==> src/rtl/turn_input_cond.sv <==
// Turn-lever input conditioning: synchronise, debounce, edge-detect and
// tick-align lever/hazard requests for the tail-light sequencer.
module turn_input_cond #(
    parameter int DB_LEN   = 1000000,
    parameter int TICK_LEN = 16777216
) (
    input  logic clk,
    input  logic rst,
    input  logic sw_l,
    input  logic sw_r,
    input  logic sw_halt,
    output logic db_l,
    output logic db_r,
    output logic db_halt,
    output logic rise_l,
    output logic rise_r,
    output logic rise_halt,
    output logic tick,
    output logic l_out,
    output logic r_out,
    output logic halt_out
);

    localparam int DBW = (DB_LEN > 2) ? $clog2(DB_LEN) : 1;
    localparam int TKW = (TICK_LEN > 2) ? $clog2(TICK_LEN) : 1;
    localparam logic [DBW-1:0] DB_MAX = DBW'(DB_LEN - 1);
    localparam logic [TKW-1:0] TK_MAX = TKW'(TICK_LEN - 1);

    // channel order everywhere: [0]=left, [1]=right, [2]=halt
    logic [2:0]     w_sw;
    logic [2:0]     r_sync1;
    logic [2:0]     r_sync2;
    logic [2:0]     r_db;
    logic [2:0]     r_rise;
    logic [2:0]     r_pend;
    logic [DBW-1:0] r_cnt [3];
    logic [TKW-1:0] r_tick_cnt;
    logic           w_tick;
    logic [2:0]     w_req;
    logic           w_halt_nxt;
    logic           r_l_out;
    logic           r_r_out;
    logic           r_halt_out;

    assign w_sw = {sw_halt, sw_r, sw_l};

    always_ff @(posedge clk) begin
        if (rst) begin
            r_sync1 <= '0;
            r_sync2 <= '0;
        end else begin
            r_sync1 <= w_sw;
            r_sync2 <= r_sync1;
        end
    end

    // a change is accepted only after DB_LEN consecutive differing samples
    always_ff @(posedge clk) begin
        if (rst) begin
            r_db   <= '0;
            r_rise <= '0;
            for (int i = 0; i < 3; i++) begin
                r_cnt[i] <= '0;
            end
        end else begin
            for (int i = 0; i < 3; i++) begin
                r_rise[i] <= 1'b0;
                if (r_sync2[i] == r_db[i]) begin
                    r_cnt[i] <= '0;
                end else if (r_cnt[i] == DB_MAX) begin
                    r_db[i]   <= r_sync2[i];
                    r_rise[i] <= r_sync2[i];
                    r_cnt[i]  <= '0;
                end else begin
                    r_cnt[i] <= r_cnt[i] + 1'b1;
                end
            end
        end
    end

    always_ff @(posedge clk) begin
        if (rst) begin
            r_tick_cnt <= '0;
        end else if (r_tick_cnt == TK_MAX) begin
            r_tick_cnt <= '0;
        end else begin
            r_tick_cnt <= r_tick_cnt + 1'b1;
        end
    end

    assign w_tick = (r_tick_cnt == TK_MAX);

    // a rise landing on the tick edge is consumed there, never latched
    always_ff @(posedge clk) begin
        if (rst) begin
            r_pend <= '0;
        end else if (w_tick) begin
            r_pend <= '0;
        end else begin
            r_pend <= r_pend | r_rise;
        end
    end

    assign w_req      = r_db | r_pend | r_rise;
    assign w_halt_nxt = w_req[2] | (w_req[0] & w_req[1]);

    always_ff @(posedge clk) begin
        if (rst) begin
            r_l_out    <= 1'b0;
            r_r_out    <= 1'b0;
            r_halt_out <= 1'b0;
        end else if (w_tick) begin
            r_halt_out <= w_halt_nxt;
            r_l_out    <= w_req[0] & ~w_halt_nxt;
            r_r_out    <= w_req[1] & ~w_halt_nxt;
        end
    end

    assign db_l      = r_db[0];
    assign db_r      = r_db[1];
    assign db_halt   = r_db[2];
    assign rise_l    = r_rise[0];
    assign rise_r    = r_rise[1];
    assign rise_halt = r_rise[2];
    assign tick      = w_tick;
    assign l_out     = r_l_out;
    assign r_out     = r_r_out;
    assign halt_out  = r_halt_out;

endmodule

==> config.mk <==
export PLATFORM = sky130hd
export DESIGN_NAME = turn_input_cond
export DESIGN_NICKNAME = d
export VERILOG_FILES = /design/src/rtl/turn_input_cond.sv
export SDC_FILE = /design/constraint.sdc
export NUM_CORES = 1
export LEC_CHECK = 0
export CAP_MARGIN = 20
export CORE_ASPECT_RATIO = 0.75
export CORE_MARGIN = 4
export CORE_UTILIZATION = 35
export CTS_CLUSTER_SIZE = 40
export DETAILED_ROUTE_END_ITERATION = 10
export GPL_TIMING_DRIVEN = 1
export PLACE_DENSITY_LB_ADDON = 0.1
export SYNTH_ARGS = -nofsm -noshare
export SYNTH_HDL_FRONTEND = slang
export SYNTH_SLANG_ARGS = --single-unit
==> constraint.sdc <==
create_clock -name clk -period 3 [get_ports clk]
set_clock_uncertainty 0.2 [all_clocks]
set_input_delay 0.6 -clock clk [delete_from_list [all_inputs] [get_ports clk]]
set_output_delay 0.6 -clock clk [all_outputs]
set_load 0.03 [all_outputs]
==> summary.md, run 1 <==
| Metric | Value |
|---|---|
| Largest net degree at the start of global routing | 21 |
| Via count | 3,847 |
| DP Area | 0.00568 mm² |
| Cell count after synthesis | 513 |
| Cell breakdown of the critical path | ha_2 > nand4_4 > or4_1 > nor2_1 > buf_4 |
| Util after Layout | 42.7% |
| RePlAce Congestion | between 0.7 and 0.8 |
| Core ar. | 0.0140 mm² |
| Element type at the critical path end | output pin |
| Total GRT Usage | 12.5% |
| Critical Path Start Type | flip-flop |
| Register bit total from synthesis | 102 |
| Final hold vios | 0 |
| CTS tree | done |
| Clk slew on worst S/H paths | 0.07 ns |
| Port bufs | 14 |
| Fillers | ~1,400 |
| Final Net Count | 596 |
| VDD IR max | 0.267 mV |
| Crit path largest cell delay | 0.58 ns |
| Aggregate global routing overflow | 0 |
| H-tree depth | 3 |
| IO Pins | 15 |
| Synthesized cell area | 0.00511 mm² |
| Place WS | 0.434 ns |
| Crit share post-route | a little over nine tenths |
| FP Rows | 37 |
| Die H | about 110 µm |
| Root Driver | clkbuf_16 |
| Initial Utilization | between 30% and 40% |
| CTS Sinks | between 100 and 150 |
| Full die area | 0.0166 mm² |
| Area Overhead vs Synth | 16.8% |
| Slowest-stage cell, CP | or4_1 |
| Slew @ Worst Pin | about 0.56 ns |
| # diodes | 0 |
| Final slew viol count | 0 |
| Initial DRT Pass Iterations | 5 |
| Drc violations | 0 |
| Clock Latency Late Sink | 0.34 ns |
| Outcome | complete, no violations |
| Critical setup path kind | flip-flop to output pin |
| Antenna-violating nets left | 0 |
| Max_slew headroom | 62.3% |
| Post-DP HPWL | 7.20 mm |
| Power consumption | 2.79 mW |
| Routed WL | between 9 and 10 mm |
| Max_cap viols | 0 |
| Hold crit path type | flip-flop to flip-flop |
| DRT iter0 DRCs | around 230 |
| Post-CTS Hold Fix Bufs | 0 |
| Worst-path maximum fanout | 8 |
| F_max | ~0.35 GHz |
| First-pass GRT wire length | 17.3 mm |
| Via-to-Cell Ratio | 4.89 |
| Most frequent cells in the layout | nor2_1, edfxtp_1, conb_1 |
| CTS buffer count | 9 |
| Most common cell after layout, fill and taps aside | nor2_1 |
| Synth warn | 0 |
| Routed length per placed instance | 12.6 µm |
| Worst path required time | ~2.2 ns |
| P_leak | 1.97 nW |
| Post-CTS setup buffers | 0 |
| Layout Cell Area excl Fill | 0.00597 mm² |
| CP bufs+invs | 1 |
| Post-synth cell types | 43 |
| Final WS setup | 0.178 ns |
| Initial antenna violation count | 0 |
| Crit path max-delay family | simple AND/OR/NAND/NOR gates |
| Crit path DAT | 2.02 ns |
| PD cells | 467 mW/mm² |
| Sequential-to-total area share from yosys stat | 51.7% |
| Layout cells sized above 1 | 5.57% |
| Setup violations, final | 0 |
| Vias in the first global route | 3,601 |
| Die Span X | 148 µm |
| PostCTS Resize Cnt | 0 |
| Clock Tree Buf Depth | 2 |
| Syn_area_per_cell | 9.96 µm² |
| Final min period | 2.82 ns |
[registers in the layout, indices dropped and copies added, names as in the netlist]
name	count
r_sync2	3
r_out	1
r_sync1	3
r_pend	3
r_tick_cnt	24
r_cnt	60
r_rise	3
l_out	1
r_db	3
halt_out	1
[cell families (layout without fill, tap and decap cells)]
family / after synthesis / in the layout / synth area share (%)
adder cells (fa/ha/maj): 4 / 4 / 0.980
flip-flops: 102 / 102 / 51.7
buffers and inverters: 29 / 49 / 2.50
AND/OR/NAND/NOR: 256 / 256 / 27.5
XOR/XNOR: 52 / 52 / 8.92
AO/OA/AOI/OAI: 67 / 67 / 7.94
multiplexers: 2 / 2 / 0.392
other: 1 / 60 / 0.0734
[metrics by stage]
stage	hold WS [ns]	cells	setup TNS, ns
2_1_floorplan	0.214	572	0
3_3_place_gp	0.216	771	0
3_5_place_dp	0.227	771	0
4_1_cts	0.243	787	0
5_1_grt	0.268	787	-0.00207
6_report	0.244	787	0
[per-layer routing]
layer | GRT usage [%] | vias up | routed length (µm) | part of all wire [%]
met3 | 3.39 | 7 | 369 | 3.7
met4 | 2.98 | 0 | 65 | 0.66
met1 | 17.6 | 1811 | 5070 | 51
met2 | 19.2 | 48 | 4420 | 45
li1 | - | 1981 | - | -
met5 | 0 | - | 0 | 0
[worst reg2reg max path, stage by stage, from the launching register on]
cell	delay (ns)
edfxtp_1	0.45
or4b_1	0.58
or4_4	0.52
o21ai_4	0.46
nor2_1	0.11
[path summary, 6_finish.rpt]
| kind | start | to | slack [ns] | depth (start not counted) |
|---|---|---|---|---|
| min | r_sync1[1] | r_sync2[1] | 0.24 | 1 |
| min reg2reg | r_sync1[1] | r_sync2[1] | 0.24 | 1 |
| max | r_tick_cnt[0] | tick | 0.18 | 5 |
| max reg2reg | r_cnt[1][10] | r_cnt[1][2] | 0.42 | 4 |
[synth_stat cells (all sizes together)]
master	number	share of area, %
clkinv	1	0.073
and3	12	1.5
nor2b	7	0.86
conb	1	0.073
inv	12	0.88
o211ai	1	0.15
nor3	10	0.98
or4bb	1	0.22
and2	7	0.86
nand3	27	2.6
a21oi	28	2.7
nor3b	2	0.29
nor2	68	5.0
nor4	6	0.73
o21a	1	0.15
ha	4	0.98
o21ba	1	0.20
o2111ai	1	0.17
nand2	27	2.0
or4b	2	0.39
nor4b	5	0.86
o21ai	23	2.7
or3	22	2.7
xor2	34	5.8
and4	8	1.4
o31ai	9	1.3
mux2i	2	0.39
edfxtp	60	35
clkbuf	11	0.81
dfxtp	42	16
or3b	1	0.17
or2	4	0.49
nand3b	2	0.29
or4	12	1.8
o221ai	3	0.51
xnor2	18	3.1
buf	5	0.73
nand4	33	4.3
[where the power goes]
group | total (mW) | internal [mW] | switching [mW] | leakage (nW)
logic | 0.101 | 0.0405 | 0.0610 | 0.866
registers | 1.56 | 1.52 | 0.0426 | 0.959
clock network | 1.12 | 0.609 | 0.510 | 0.145
[cell type report]
| cell class | count | area [µm²] | area share [%] |
|---|---|---|---|
| Clock buffer | 10 | 250 | 4.19 |
| Clock inverter | 6 | 35.0 | 0.587 |
| Sequential cell | 102 | 2640 | 44.3 |
| Inverter | 13 | 48.8 | 0.818 |
| Tap cell | 195 | 244 | 4.09 |
| Multi-Input combinational cell | 441 | 2560 | 43.0 |
| Timing Repair Buffer | 20 | 183 | 3.06 |
(Power assumes the default switching activity.)
==> run 2, diff against run 1 <==
ABC_CLOCK_PERIOD_IN_PS = 2920   (was unset)
clock period = 2.92 ns   (was 3 ns; I/O delays follow)
==> run 2 against run 1 <==
  * Power grew 6.6%
  * Highest routed layer unchanged
  * Via count is 0.23% higher
  * Worst setup slack worse by 0.030 ns
  * Design area is 0.55% higher
  * Largest power group unchanged
  * Combinational power up 5%
  * Final cell count is the same
  * Clock power rose by 12%
  * Global-route usage is essentially flat
==> summary.md, run 2 (synthesis results as in run 1) <==
| Metric | Value |
|---|---|
| Full die area | 0.0166 mm² (unchanged) |
| Core ar. | 0.0140 mm² (unchanged) |
| Routed WL | 9.94 mm (+0.17%) |
| Initial Utilization | 36.5% (unchanged) |
| # diodes | 0 (unchanged) |
| P_leak | 1.97 nW (+0.20%) |
| Final Net Count | 596 (unchanged) |
| Most common cell after layout, fill and taps aside | nor2_1 |
| Die Span X | 148 µm (unchanged) |
| Most frequent cells in the layout | nor2_1, edfxtp_1, conb_1 |
| Largest net degree at the start of global routing | 21 (unchanged) |
| Crit path largest cell delay | 0.60 ns (+0.02 ns) |
| Cell breakdown of the critical path | ha_4 > nand4_4 > or4_1 > nor2_1 > buf_4 |
| Initial antenna violation count | 0 (unchanged) |
| Clk slew on worst S/H paths | 0.07 ns (about the same) |
| Hold crit path type | flip-flop to flip-flop |
| Layout cells sized above 1 | 5.41% (-0.17 points) |
| Biggest regs | r_cnt: 60 flops, r_tick_cnt: 24 flops |
| Final min period | 2.77 ns |
| Via count | 3,856 (+0.23%) |
| Aggregate global routing overflow | 0 (unchanged) |
| Port bufs | 14 (unchanged) |
| RSZ-0062 raised after global routing | no |
| Critical Path Start Type | flip-flop |
| Final hold vios | 0 (unchanged) |
| Post-CTS setup buffers | 0 (unchanged) |
| Root Driver | clkbuf_16 |
| CTS Sinks | 102 (unchanged) |
| Max_cap viols | 0 (unchanged) |
| RePlAce Congestion | 0.754 (-2.1%) |
| Register name with the most flops | r_cnt |
| Worst path required time | 2.14 ns (-0.06 ns) |
| F_max | around 0.36 GHz |
| Die H | 113 µm (unchanged) |
| Vias in the first global route | 3,629 (+0.78%) |
| Clock Tree Buf Depth | 2 (unchanged) |
| PD cells | 495 mW/mm² (+6.0%) |
| Clock Latency Late Sink | 0.34 ns (about the same) |
| Post-DP HPWL | 7.12 mm (-1.1%) |
| Outcome | complete, no violations |
| Total GRT Usage | 12.5% (-0.032 points) |
| Fillers | 1,417 (+1.1%) |
| Initial DRT Pass Iterations | 4 (-1) |
| Routed length per placed instance | 12.6 µm (+0.17%) |
| FP Rows | 37 (unchanged) |
| Antenna-violating nets left | 0 (unchanged) |
| CP bufs+invs | 1 (unchanged) |
| Max_slew headroom | 63.4% (+1.0 points) |
| H-tree depth | 3 (unchanged) |
| Slew @ Worst Pin | 0.547 ns (-0.0156 ns) |
| Area Overhead vs Synth | 17.4% |
| Critical setup path kind | flip-flop to output pin |
| Final slew viol count | 0 (unchanged) |
| Post-CTS Hold Fix Bufs | 0 (unchanged) |
| Placed cells | 771 (unchanged) |
| IO Pins | 15 (unchanged) |
| Via-to-Cell Ratio | 4.90 (+0.23%) |
| Worst-path maximum fanout | 8 (unchanged) |
| DRT iter0 DRCs | 233 (+2.6%) |
| Drc violations | 0 (unchanged) |
| Slowest-stage cell, CP | or4_1 |
| Crit path max-delay family | simple AND/OR/NAND/NOR gates |
| Max reg flops | 60 (unchanged) |
| Setup violations, final | 0 (unchanged) |
| PostCTS Resize Cnt | 0 (unchanged) |
| VDD IR max | 0.306 mV (+14%) |
| Crit path DAT | 1.99 ns (-0.03 ns) |
| First-pass GRT wire length | 17.2 mm (-0.20%) |
| CTS buffer count | 9 (unchanged) |
| Setup_tns | 0 ns (unchanged) |
| Element type at the critical path end | output pin |
| CTS tree | done |
| Crit share post-route | 94.9% |
| Cell Count, Final, Fillers Out | 787 (unchanged) |
## run 2: cell types whose count changed in the layout (fill, tap and decap cells not counted), sizes merged
cell	before	now
clkbuf	10	11
inv	14	12
clkinv	4	3
bufinv	0	2
## run 2: worst register-to-register path: stages (launching register included)
cell	delay, ns
edfxtp_1	0.45
or4b_1	0.56
or4_4	0.52
o21ai_4	0.44
nor2_1	0.12
## run 2: metal layers
layer	routed length (µm)	track usage, %
met4	93	3.54
met5	0	0
met1	5170	17.5
met3	211	2.62
met2	4460	19.6
## run 2: area by class of cell
class,instances,area (µm²),area share [%]
repair buffers,20,183,3.05
multi-input cells,441,2570,42.9
clock inverters,5,73.8,1.23
inverters,13,48.8,0.814
clock buffers,11,233,3.88
well taps,195,244,4.07
flip-flops and latches,102,2640,44.1
## run 2: worst paths after layout
| check | from | end | slack, ns | cells past startpoint |
|---|---|---|---|---|
| worst max-delay path | r_tick_cnt[1] | tick | 0.15 | 5 |
| worst min-delay path | r_sync1[1] | r_sync2[1] | 0.24 | 1 |
| worst max register to register | r_cnt[1][10] | r_cnt[1][3] | 0.35 | 4 |
| worst min register to register | r_sync1[1] | r_sync2[1] | 0.24 | 1 |
## run 2: through the flow
step	worst slack (ns)	util, %	area, µm²	hold WS (ns)	power [mW]
after global placement	0.401	40.6	5680	0.217	1.74
after global routing	0.0400	42.9	6000	0.262	3.10
after detailed placement	0.342	40.6	5680	0.222	1.74
after CTS	0.0419	42.8	5980	0.240	3.01
final	0.148	42.9	6000	0.237	2.97
after floorplan	0.265	-	5330	0.214	1.71
## run 2: power breakdown
part / total (mW) / internal, mW / switching, mW
clock: 1.25 / 0.746 / 0.506
sequential: 1.61 / 1.56 / 0.0454
combinational: 0.106 / 0.0433 / 0.0629
